===== config.mk =====
export PLATFORM = sky130hd
export DESIGN_NAME = map_ram_arbiter
export DESIGN_NICKNAME = d
export VERILOG_FILES = /design/src/rtl/map_ram_arbiter.sv
export SDC_FILE = /design/constraint.sdc
export NUM_CORES = 1
export LEC_CHECK = 0
export BUFFER_PORTS_ARGS = -buffer_cell sky130_fd_sc_hd__buf_2
export CORE_ASPECT_RATIO = 0.6
export CORE_MARGIN = 2
export CORE_UTILIZATION = 45
export DETAILED_ROUTE_END_ITERATION = 7
export REMOVE_ABC_BUFFERS = 1
export SLEW_MARGIN = 15
export SYNTH_ARGS = -nofsm -noshare
export SYNTH_HDL_FRONTEND = slang
export SYNTH_SLANG_ARGS = --single-unit

===== constraint.sdc =====
create_clock -name clock -period 3.58 [get_ports clock]
set_input_delay 0 -clock clock [delete_from_list [all_inputs] [get_ports clock]]
set_output_delay 0 -clock clock [all_outputs]
set_load 0.1 [all_outputs]

===== src/rtl/map_ram_arbiter.sv =====
// Arbitrated single-port map store shared by NUM_PORTS requesters.
// Optional MAP_RAM_RR_EN: round-robin service among player ports.
module map_ram_arbiter #(
  parameter int NUM_PORTS = 3,
  parameter int DATA_W    = 32,
  parameter int ADDR_W    = 4,
  parameter int DEPTH     = 16
) (
  input  logic                        clock,
  input  logic                        resetn,
  input  logic                        enable,
  input  logic [NUM_PORTS-1:0]        rd_req,
  input  logic [NUM_PORTS-1:0]        wr_req,
  input  logic [NUM_PORTS*ADDR_W-1:0] addr,
  input  logic [NUM_PORTS*DATA_W-1:0] wdata,
  output logic [NUM_PORTS-1:0]        rd_done,
  output logic [NUM_PORTS-1:0]        wr_done,
  output logic [DATA_W-1:0]           rdata,
  output logic                        busy
);

  localparam int PW = $clog2(NUM_PORTS);
  localparam logic [ADDR_W-1:0] LAST = ADDR_W'(DEPTH - 1);
  localparam logic [ADDR_W:0] DEPTH_V = (ADDR_W+1)'(DEPTH);

  typedef enum logic [1:0] {
    S_CLEAR,
    S_IDLE,
    S_ACCESS,
    S_DONE
  } state_t;

  state_t              state;
  logic [ADDR_W-1:0]   clear_ptr;
  logic [PW-1:0]       g_port;
  logic                g_wr;
  logic [ADDR_W-1:0]   g_addr;
  logic [DATA_W-1:0]   g_wdata;
  logic                g_in_rng;

  logic                a_valid;
  logic [PW-1:0]       a_port;
  logic                a_wr;

  logic                mem_we;
  logic [ADDR_W-1:0]   mem_wa;
  logic [DATA_W-1:0]   mem_wd;
  logic [DATA_W-1:0]   mem [DEPTH];

`ifdef MAP_RAM_RR_EN
  logic [PW-1:0]       rr_ptr;
  logic [PW:0]         j;

  // Draw read first, then player writes, then player reads, both rotating from rr_ptr
  always_comb begin
    a_valid = 1'b0;
    a_port  = '0;
    a_wr    = 1'b0;
    j       = '0;
    if (rd_req[0]) begin
      a_valid = 1'b1;
    end else begin
      for (int i = 0; i < NUM_PORTS-1; i++) begin
        j = {1'b0, rr_ptr} + (PW+1)'(i);
        if (j >= (PW+1)'(NUM_PORTS))
          j = j - (PW+1)'(NUM_PORTS-1);
        if (!a_valid && wr_req[j[PW-1:0]]) begin
          a_valid = 1'b1;
          a_port  = j[PW-1:0];
          a_wr    = 1'b1;
        end
      end
      for (int i = 0; i < NUM_PORTS-1; i++) begin
        j = {1'b0, rr_ptr} + (PW+1)'(i);
        if (j >= (PW+1)'(NUM_PORTS))
          j = j - (PW+1)'(NUM_PORTS-1);
        if (!a_valid && rd_req[j[PW-1:0]]) begin
          a_valid = 1'b1;
          a_port  = j[PW-1:0];
        end
      end
    end
  end

  // Rotate past each served player; draw port never moves the pointer
  always_ff @(posedge clock) begin
    if (!resetn) begin
      rr_ptr <= PW'(1);
    end else if (state == S_IDLE && enable && a_valid && a_port != '0) begin
      if (a_port == PW'(NUM_PORTS-1))
        rr_ptr <= PW'(1);
      else
        rr_ptr <= a_port + PW'(1);
    end
  end
`else
  // Fixed order: draw read, player writes ascending, player reads ascending
  always_comb begin
    a_valid = 1'b0;
    a_port  = '0;
    a_wr    = 1'b0;
    if (rd_req[0]) begin
      a_valid = 1'b1;
    end else begin
      for (int i = 1; i < NUM_PORTS; i++) begin
        if (!a_valid && wr_req[i]) begin
          a_valid = 1'b1;
          a_port  = PW'(i);
          a_wr    = 1'b1;
        end
      end
      for (int i = 1; i < NUM_PORTS; i++) begin
        if (!a_valid && rd_req[i]) begin
          a_valid = 1'b1;
          a_port  = PW'(i);
        end
      end
    end
  end
`endif

  assign g_in_rng = {1'b0, g_addr} < DEPTH_V;

  // Single array write path: clearing sweep or committed player write
  always_comb begin
    mem_we = 1'b0;
    mem_wa = g_addr;
    mem_wd = g_wdata;
    if (resetn) begin
      if (state == S_CLEAR) begin
        mem_we = 1'b1;
        mem_wa = clear_ptr;
        mem_wd = '0;
      end else if (state == S_ACCESS && g_wr && g_in_rng) begin
        mem_we = 1'b1;
      end
    end
  end

  // Storage array
  always_ff @(posedge clock) begin
    if (mem_we)
      mem[mem_wa] <= mem_wd;
  end

  // Transaction FSM with registered done pulses, read data and busy
  always_ff @(posedge clock) begin
    if (!resetn) begin
      state     <= S_CLEAR;
      clear_ptr <= '0;
      rd_done   <= '0;
      wr_done   <= '0;
      rdata     <= '0;
      busy      <= 1'b1;
      g_port    <= '0;
      g_wr      <= 1'b0;
      g_addr    <= '0;
      g_wdata   <= '0;
    end else begin
      rd_done <= '0;
      wr_done <= '0;
      unique case (state)
        S_CLEAR: begin
          clear_ptr <= clear_ptr + 1'b1;
          if (clear_ptr == LAST) begin
            clear_ptr <= '0;
            state     <= S_IDLE;
            busy      <= 1'b0;
          end
        end
        S_IDLE: begin
          if (enable && a_valid) begin
            state   <= S_ACCESS;
            busy    <= 1'b1;
            g_port  <= a_port;
            g_wr    <= a_wr;
            g_addr  <= addr[a_port*ADDR_W +: ADDR_W];
            g_wdata <= wdata[a_port*DATA_W +: DATA_W];
          end
        end
        S_ACCESS: begin
          state <= S_DONE;
          if (g_wr) begin
            wr_done[g_port] <= 1'b1;
          end else begin
            rd_done[g_port] <= 1'b1;
            rdata <= g_in_rng ? mem[g_addr] : '0;
          end
        end
        S_DONE: begin
          state <= S_IDLE;
          busy  <= 1'b0;
        end
        default: state <= S_CLEAR;
      endcase
    end
  end

endmodule

==> impl_metrics.json, run 1 <==
{
  "status": "finished, final reports clean",
  "leakage_nw": 10.2,
  "end_kind": "register",
  "grt_max_degree": 53,
  "fin_total_pwr_mw": 14.3,
  "yosysWarningCount": 0,
  "fin_crit_ps": 2920,
  "die_y_um": 181,
  "viasPerCell": 5.69,
  "syn_area_per_cell_um2": 18.5,
  "overflow": 0,
  "drv_cap": 0,
  "power.density_nw_per_um2": 516,
  "arrival_ps": 3200,
  "initial_core_util_pct": 45.8,
  "cp_max_fo": 23,
  "routedWlPerCell_um": 25.0,
  "ys_seq_area_share_pct": 72.6,
  "slew_headroom_pct": 27.4,
  "grt_usage_pct": 21.1,
  "vias": 12826,
  "synth_ff_type": "edfxtp_1",
  "cts_tree": "done",
  "crit_required_ps": 3860,
  "hold_ws_ps": 72.4,
  "cts_resized": 0,
  "antenna_found_initial": 0,
  "drc": 0,
  "cp-startpoint": "state[0]",
  "placed_area_um2": 25300,
  "post-cts-setup-buffer-count": 0,
  "cts_buffers": 52,
  "period_share_pct": 81.7,
  "utilization_pct": 54.2,
  "yosys.cell_types.count": 48,
  "synth_edf_count": 512,
  "rr_endpoint": "mem[0][7]",
  "async_reset_ff_share_pct": 0,
  "ant_nets": 0,
  "wl_um": 56400,
  "finalHoldViolations": 0,
  "drive_gt1_share_pct": 30.3,
  "drv_slew": 0,
  "pin_count": 156,
  "core_area_um2": 51200,
  "start_kind": "register",
  "grt_pass1_wl_um": 84300,
  "max_clock_freq_mhz": 342,
  "clkSlewWorstSetupHoldPaths_ps": 70,
  "port_buffers": 154,
  "fill_cells": 4038,
  "endpoint": "mem[0][7]",
  "clockRootBuffer": "clkbuf_16",
  "rows": 64,
  "clk_latency_ps": 570,
  "die_w_um": 299,
  "drt_iter0_markers": 849,
  "fin_worst_skew_ps": 17.6,
  "globalplace.congestion": 0.764,
  "area_delta_synth_final_pct": 18.3,
  "nets": 1645,
  "n_antenna_cell": 0,
  "fp.dieArea_um2": 54100,
  "syn_inst": 1268,
  "final_area_um2": 27800,
  "dp_hpwl_um": 33400,
  "clockBufferDepth": 3,
  "regToRegStartpoint": "state[0]",
  "critical_path_class": "reg2reg",
  "pre_cts_ws_ps": 603,
  "rsz0062_at_grt": "no",
  "grt_pass1_vias": 13116,
  "r2r_slack_ps": 660,
  "setup_viol": 0,
  "layout_setup_ws_ps": 655,
  "cts_num_sinks": 596,
  "syn_area_um2": 23500,
  "h-tree-depth": 2,
  "multiInputGateArea_um2": 5920,
  "hold_class": "in2reg",
  "tightestPinTransition_ps": 1090,
  "worstRegToRegCells": 7,
  "peakVddDrop_mv": 0.351,
  "ys_ff_latch": 596,
  "drtPass1Iterations": 5,
  "seq_area_um2": 17100
}
cells in the mapped netlist (all sizes together) (2+ instances only):
library cell | n | area, µm²
nand2b | 4 | 25.0
a22oi | 32 | 240
a2111oi | 2 | 18.8
and3 | 3 | 18.8
nor2b | 3 | 18.8
nand2 | 44 | 165
o21ai | 3 | 18.8
nor3b | 2 | 15.0
mux4 | 126 | 2840
nor2 | 33 | 126
o211ai | 104 | 795
a31oi | 7 | 43.8
clkbuf | 39 | 146
or3 | 2 | 17.5
buf | 47 | 354
nor3 | 4 | 20.0
inv | 45 | 169
a21oi | 6 | 30.0
a32o | 36 | 360
nand3 | 3 | 15.0
mux2i | 38 | 380
dfxtp | 84 | 1680
or2 | 38 | 238
and2 | 34 | 215
edfxtp | 512 | 15400
ha | 6 | 75.1
registers in the layout, indices dropped and copies added (netlist names):
register,flops
mem,512
g_wdata,32
rdata,32
clear_ptr,4
g_addr,4
rd_done,3
wr_done,3
g_port,2
state,2
busy,1
g_wr,1
worst max-delay path, stage by stage, from the launching register on:
cell     delay (ps)
dfxtp_1         390
inv_1           100
ha_1            300
and2_1          210
nor2_1          130
a22oi_1         280
nor2_4          900
buf_4           310
routing by layer:
metal  GRT usage (%)  share of wire (%)  vias to the layer above
met5               0                  0                        -
met4            4.64                1.9                        0
met3            3.79                5.9                       65
met2            33.0                 46                      355
met1            31.0                 46                     6753
li1                -                  -                     5653
layout make-up:
| cell class | instances | share of cell area, % |
|---|---|---|
| Sequential cell | 596 | 61.4 |
| Multi-Input combinational cell | 541 | 21.3 |
| Timing Repair Buffer | 286 | 7.44 |
| Clock buffer | 81 | 5.48 |
| Tap cell | 693 | 3.12 |
| Clock inverter | 14 | 0.613 |
| Inverter | 45 | 0.608 |
cell families (layout without fill, tap and decap cells):
logic type	count (synthesis)	in the layout	synth area share [%]
AOI/OAI and AO/OA	196	196	6.63
muxes	165	165	13.7
xor gates and xnor gates	1	1	0.0373
and+or+nand+nor	173	173	3.82
buffers and inverters	131	426	2.85
DFF	596	596	72.6
adders and majority gates	6	6	0.320
stage by stage:
stage	setup TNS, ps	std cells
after floorplan	-2018430	1182
after global placement	0	2084
after detailed placement	0	2084
after CTS	0	2256
after global routing	0	2256
final	0	2256
where the power goes:
group | switching (mW) | internal [mW]
combinational | 0.578 | 0.432
sequential | 0.0773 | 7.67
clock | 2.38 | 3.20
timing repair:
item	in CTS	in global routing
hold buffers	77	0
endpoints found under the hold margin	48	0
setup endpoints to repair	0	0
worst min path at each step:
stage	startpoint	endpoint	slack (ps)	cells after the start
6_report	wr_req[2]	g_port[1]	70	5
5_1_grt	wr_req[2]	g_port[1]	100	5
4_1_cts	wr_req[2]	g_port[1]	40	5
3_5_place_dp	wdata[72]	g_wdata[8]	340	3
3_3_place_gp	wdata[66]	g_wdata[2]	330	3
2_1_floorplan	resetn	state[1]	150	2
placed cells by master, fill, tap and decap left out, types with 3 or more instances in the layout:
cell type,synthesis,final
buf_4,2,46
nand3_1,3,3
clkbuf_1,39,19
bufinv_16,0,4
nor2_1,32,16
mux2i_1,38,38
ha_1,6,6
nor3_1,4,4
buf_2,30,154
a21oi_1,6,5
dlygate4sd3_1,0,77
a31oi_1,7,7
edfxtp_1,512,512
nand2b_1,4,3
clkbuf_16,0,53
nor2_4,0,17
clkbuf_8,0,9
clkinv_2,0,4
and2_1,33,33
mux4_2,126,126
clkinv_1,0,4
or2_2,38,38
a22oi_1,32,32
inv_1,44,44
nand2_1,44,44
and3_1,3,3
a32o_1,36,36
o211ai_1,103,103
buf_12,4,9
dfxtp_1,84,82
Power figures use the tool's default switching activity.
==> inputs of run 2 (changes only) <==
--- a/config.mk
+++ b/config.mk
@@ -5,6 +5,7 @@
 export SDC_FILE = /design/constraint.sdc
 export NUM_CORES = 1
 export LEC_CHECK = 0
+export ABC_AREA = 1
 export BUFFER_PORTS_ARGS = -buffer_cell sky130_fd_sc_hd__buf_2
 export CORE_ASPECT_RATIO = 0.6
 export CORE_MARGIN = 2
==> constraint.sdc (replaced) <==
create_clock -name clock -period 2.7 [get_ports clock]
set_input_delay 0 -clock clock [delete_from_list [all_inputs] [get_ports clock]]
set_output_delay 0 -clock clock [all_outputs]
set_load 0.1 [all_outputs]
==> impl_metrics.json, run 2 <==
{
  "die_y_um": 187,
  "routedWlPerCell_um": 19.3,
  "fin_crit_ps": 2520,
  "start_kind": "register",
  "initial_core_util_pct": 45.3,
  "syn_inst": 2442,
  "port_buffers": 154,
  "largest_register": "mem",
  "grt_pass1_wl_um": 103000,
  "mostFrequentLayoutCells": "nand2_1, edfxtp_1, nand3_1, nor2_1, buf_2",
  "yosysMostFrequentCell": "nand2_1",
  "clockRootBuffer": "clkbuf_16",
  "synth_top_area_cell": "edfxtp_1",
  "finalHoldViolations": 0,
  "drt_iter0_markers": 1705,
  "pin_count": 156,
  "period_share_pct": 93.3,
  "synth_common_cells": "nand2_1, edfxtp_1, nand3_1",
  "end_kind": "register",
  "nets": 2772,
  "syn_area_um2": 25200,
  "vias": 18138,
  "async_reset_ff_share_pct": 0,
  "status": "finished, final reports clean",
  "drive_gt1_share_pct": 12.6,
  "grt_usage_pct": 23.2,
  "fin_worst_skew_ps": 19.5,
  "final_area_um2": 29200,
  "core_area_um2": 55600,
  "leakage_nw": 11.5,
  "synth_edf_count": 512,
  "fp.dieArea_um2": 57900,
  "cts_tree": "done",
  "yosys-top-cells-area": "edfxtp_1, nand2_1, nand3_1, dfxtp_1, nor2_1",
  "area_delta_synth_final_pct": 16.0,
  "arrival_ps": 2730,
  "drtPass1Iterations": 5,
  "largest_reg_flops": 512,
  "worstHoldStart": "wr_req[1]",
  "antenna_found_initial": 0,
  "clkSlewWorstSetupHoldPaths_ps": 70,
  "die_w_um": 309,
  "hold_class": "in2reg",
  "top_regs": "mem (512), g_wdata (32), rdata (32)",
  "clk_latency_ps": 590,
  "globalplace.congestion": 0.792,
  "syn_area_per_cell_um2": 10.3,
  "utilization_pct": 52.6,
  "rsz0062_at_grt": "no",
  "overflow": 0,
  "viasPerCell": 5.25,
  "h-tree-depth": 2,
  "n_antenna_cell": 0,
  "final_common_cell": "nand2_1",
  "crit_required_ps": 2910,
  "wl_um": 66700,
  "slew_headroom_pct": 20.7,
  "cts_num_sinks": 596,
  "placed_area_um2": 26700,
  "max_clock_freq_mhz": 397,
  "drv_cap": 0,
  "cp_max_fo": 17,
  "yosysTopAreaCellShare_pct": 61.1,
  "peakVddDrop_mv": 0.654,
  "clockBufferDepth": 3,
  "setup_viol": 0,
  "grt_max_degree": 134,
  "yosysWarningCount": 0,
  "yosys.cell_types.count": 31,
  "ys_ff_latch": 596,
  "dp_hpwl_um": 36200,
  "drc": 0,
  "cts_buffers": 54,
  "post-cts-setup-buffer-count": 0,
  "synth_ff_type": "edfxtp_1",
  "grt_pass1_vias": 17350,
  "rows": 67,
  "drv_slew": 0,
  "ant_nets": 0,
  "tightestPinTransition_ps": 1190,
  "critical_path_class": "reg2reg",
  "ys_seq_area_share_pct": 67.7,
  "cp-startpoint": "state[0]",
  "regToRegStartpoint": "state[0]",
  "power.density_nw_per_um2": 904
}
-- run 2: kinds of logic after synthesis --
group / synth area share, %
simple gates: 25.5
fa+ha+maj: 0.298
compound gates: 1.20
flops: 67.7
buf+inv: 5.23
-- run 2: path summary, 6_finish.rpt --
check,cells after the start,endpoint,slack (ps)
setup reg to reg,6,mem[14][8],180
hold reg to reg,2,clear_ptr[3],520
setup / recovery,6,mem[14][8],180
hold / removal,8,state[1],150
-- run 2: power breakdown --
group / total (mW) / leakage, nW / switching [mW] / internal, mW
Combinational: 7.54 / 5.26 / 5.64 / 1.90
Clock: 7.35 / 0.811 / 3.30 / 4.05
Sequential: 11.5 / 5.43 / 0.293 / 11.2
-- run 2: worst max-delay path: stages (launching register included) --
cell and delay, ps:
dfxtp_1 370, inv_1 110, ha_1 240, nand2_2 170, inv_1 80, buf_4 230, nor2_1 920
-- run 2: routing by layer --
metal | GRT usage [%] | share of wire (%) | routed length [µm]
met3 | 3.13 | 6.1 | 4050
met2 | 37.2 | 46 | 30900
met1 | 33.9 | 46 | 30700
met5 | 0 | 0 | 0
met4 | 4.46 | 1.6 | 1050
-- run 2: timing repair --
| action | in CTS | in global routing |
|---|---|---|
| hold endpoints to repair | 50 | 0 |
| hold buffers | 81 | 0 |
| resized for setup | 0 | 1 |
| endpoints found under the setup margin | 0 | 17 |
-- run 2: cell type report --
cell class / count / area (µm²)
fillers: 4870 / 26400
flip-flops and latches: 596 / 17100
multi-input cells: 1605 / 6960
repair buffers: 298 / 2200
clock buffers: 76 / 1490
well taps: 759 / 950
inverters: 94 / 360
clock inverters: 24 / 190
-- run 2: metrics by stage --
stage                     power (mW)  setup slack, ps  instances  hold slack, ps   TNS, ps
after floorplan                 16.7            -6050       2294            84.7  -2973590
after global placement          18.9              232       3270             304         0
after detailed placement        19.0              180       3270             307         0
after CTS                       26.6              156       3451            83.0         0
after global routing            27.8             3.72       3452             170         0
final                           26.4              182       3452             149         0
==> inputs of run 3 (changes only) <==
==> constraint.sdc (replaced) <==
create_clock -name clock -period 2.35 [get_ports clock]
set_input_delay 0 -clock clock [delete_from_list [all_inputs] [get_ports clock]]
set_output_delay 0 -clock clock [all_outputs]
set_load 0.1 [all_outputs]
==> impl_metrics.json, run 3 (synthesis results as in run 2) <==
{
  "antenna_found_initial": 0,
  "grt_pass1_vias": 17776,
  "leakage_nw": 11.9,
  "max_clock_freq_mhz": 435,
  "start_kind": "register",
  "n_antenna_cell": 0,
  "pin_count": 156,
  "wl_um": 69900,
  "rows": 67,
  "clockRootBuffer": "clkbuf_16",
  "pre_cts_ws_ps": -5.55,
  "fin_total_pwr_mw": 32.2,
  "switching_share_pct": 34.6,
  "path_cells": "inv_1 > ha_1 > nand2_2 > buf_4 > nand2_2 > o21ai_2 > inv_2 > nor2_1 > nand2_1 > nor2_4 > buf_12",
  "regToRegStartpoint": "state[0]",
  "cpMostUsedCell": "nand2_2",
  "period_share_pct": 97.8,
  "critPathBufInv": 4,
  "p_int_mw": 21.1,
  "cts_buffers": 54,
  "ant_nets": 0,
  "area_delta_synth_final_pct": 20.3,
  "routedWlPerCell_um": 20.0,
  "grt_pass1_wl_um": 106000,
  "slew_headroom_pct": 29.6,
  "pwr-share-clk_pct": 30.0,
  "final_common_cell": "nand2_1",
  "globalplace.congestion": 0.828,
  "end_kind": "register",
  "vias": 18543,
  "grt_usage_pct": 23.9,
  "drc": 0,
  "setup_viol": 0,
  "slowest_delay_ps": 370,
  "status": "finished, final reports clean",
  "clockBufferDepth": 3,
  "fin_worst_skew_ps": 16.7,
  "die_w_um": 309,
  "cts_num_sinks": 596,
  "drive_gt1_share_pct": 14.5,
  "largest_register": "mem",
  "cts_tree": "done",
  "utilization_pct": 54.5,
  "drv_slew": 0,
  "cp-startpoint": "state[0]",
  "crit_required_ps": 2650,
  "largest_reg_flops": 512,
  "cp_max_fo": 17,
  "clk_latency_ps": 600,
  "power_frac_seq_pct": 41.1,
  "arrival_ps": 2590,
  "initial_core_util_pct": 45.3,
  "overflow": 0,
  "critical_path_class": "reg2reg",
  "fin_crit_ps": 2300,
  "tightestPinTransition_ps": 1050,
  "hold_class": "in2reg",
  "nets": 2811,
  "dp_hpwl_um": 39100,
  "drtPass1Iterations": 5,
  "fp.dieArea_um2": 57900,
  "mostFrequentLayoutCells": "nand2_1, edfxtp_1, nand3_1, nor2_1, buf_2",
  "clkSlewWorstSetupHoldPaths_ps": 70,
  "peakVddDrop_mv": 0.715,
  "switching_power_mw": 11.1,
  "drv_cap": 0,
  "die_y_um": 187,
  "finalHoldViolations": 0,
  "drt_iter0_markers": 1784,
  "top_regs": "mem (512), g_wdata (32), rdata (32)",
  "cp_slowest_cell": "dfxtp_1",
  "h-tree-depth": 2,
  "core_area_um2": 55600,
  "port_buffers": 154,
  "power.density_nw_per_um2": 1060,
  "viasPerCell": 5.31,
  "worstHoldStart": "wr_req[1]",
  "crit_family": "simple AND/OR/NAND/NOR gates",
  "layout_setup_ws_ps": 51.1,
  "grt_max_degree": 121,
  "pwr-share-comb_pct": 29.0
}
run 3: final cells by class:
cell class | instances | area, µm²
fillers | 4742 | 25300
flip-flops and latches | 596 | 17100
well taps | 759 | 950
inverters | 94 | 360
clock inverters | 38 | 434
clock buffers | 64 | 1540
multi-input cells | 1604 | 6990
repair buffers | 338 | 2970
run 3: power by group through the flow:
stage          Clock, mW  Sequential [mW]  Combinational [mW]
5_1_grt             10.2             13.3                10.2
2_1_floorplan          0             15.1                4.08
3_3_place_gp           0             13.4                8.64
3_5_place_dp           0             13.5                8.75
4_1_cts             9.80             13.2                9.03
6_report            9.65             13.2                9.34
run 3: worst min-delay path, stage by stage:
cell and delay, ps:
buf_2 100, nor2_2 50, nand3_2 90, nand3_4 140, inv_2 170, a21oi_1 80
run 3: worst paths after layout:
kind	end	slack (ps)	cells after the start
setup reg to reg	mem[2][25]	50	11
hold reg to reg	rd_done[0]	520	1
setup / recovery	mem[2][25]	50	11
hold / removal	g_port[0]	90	6
run 3: timing repair:
item / CTS / global route
hold endpoints to repair: 50 / 0
gates cloned: 0 / 3
hold buffers: 96 / 0
pin swaps: 0 / 3
setup endpoints to repair: 21 / 414
gates resized for setup: 2 / 23
setup buffers: 0 / 6
run 3: layer usage:
layer  wire (µm)  global-route usage [%]  vias to the layer above  part of all wire [%]
met5           0                       0                        -                     0
li1            -                       -                     8730                     -
met3        4940                    3.48                      100                   7.1
met1       31700                    35.5                     8995                    45
met2       32000                    37.2                      718                    46
met4        1330                    5.68                        0                   1.9
run 3: stage by stage:
stage	TNS [ps]	cells	hold WS (ps)	instance area (µm²)
2_1_floorplan	-3166090	2294	84.7	24200
3_3_place_gp	0	3286	303	27200
3_5_place_dp	-62.1	3286	310	27200
4_1_cts	0	3484	84.1	30100
5_1_grt	-6710	3493	111	30300
6_report	0	3493	89.6	30300
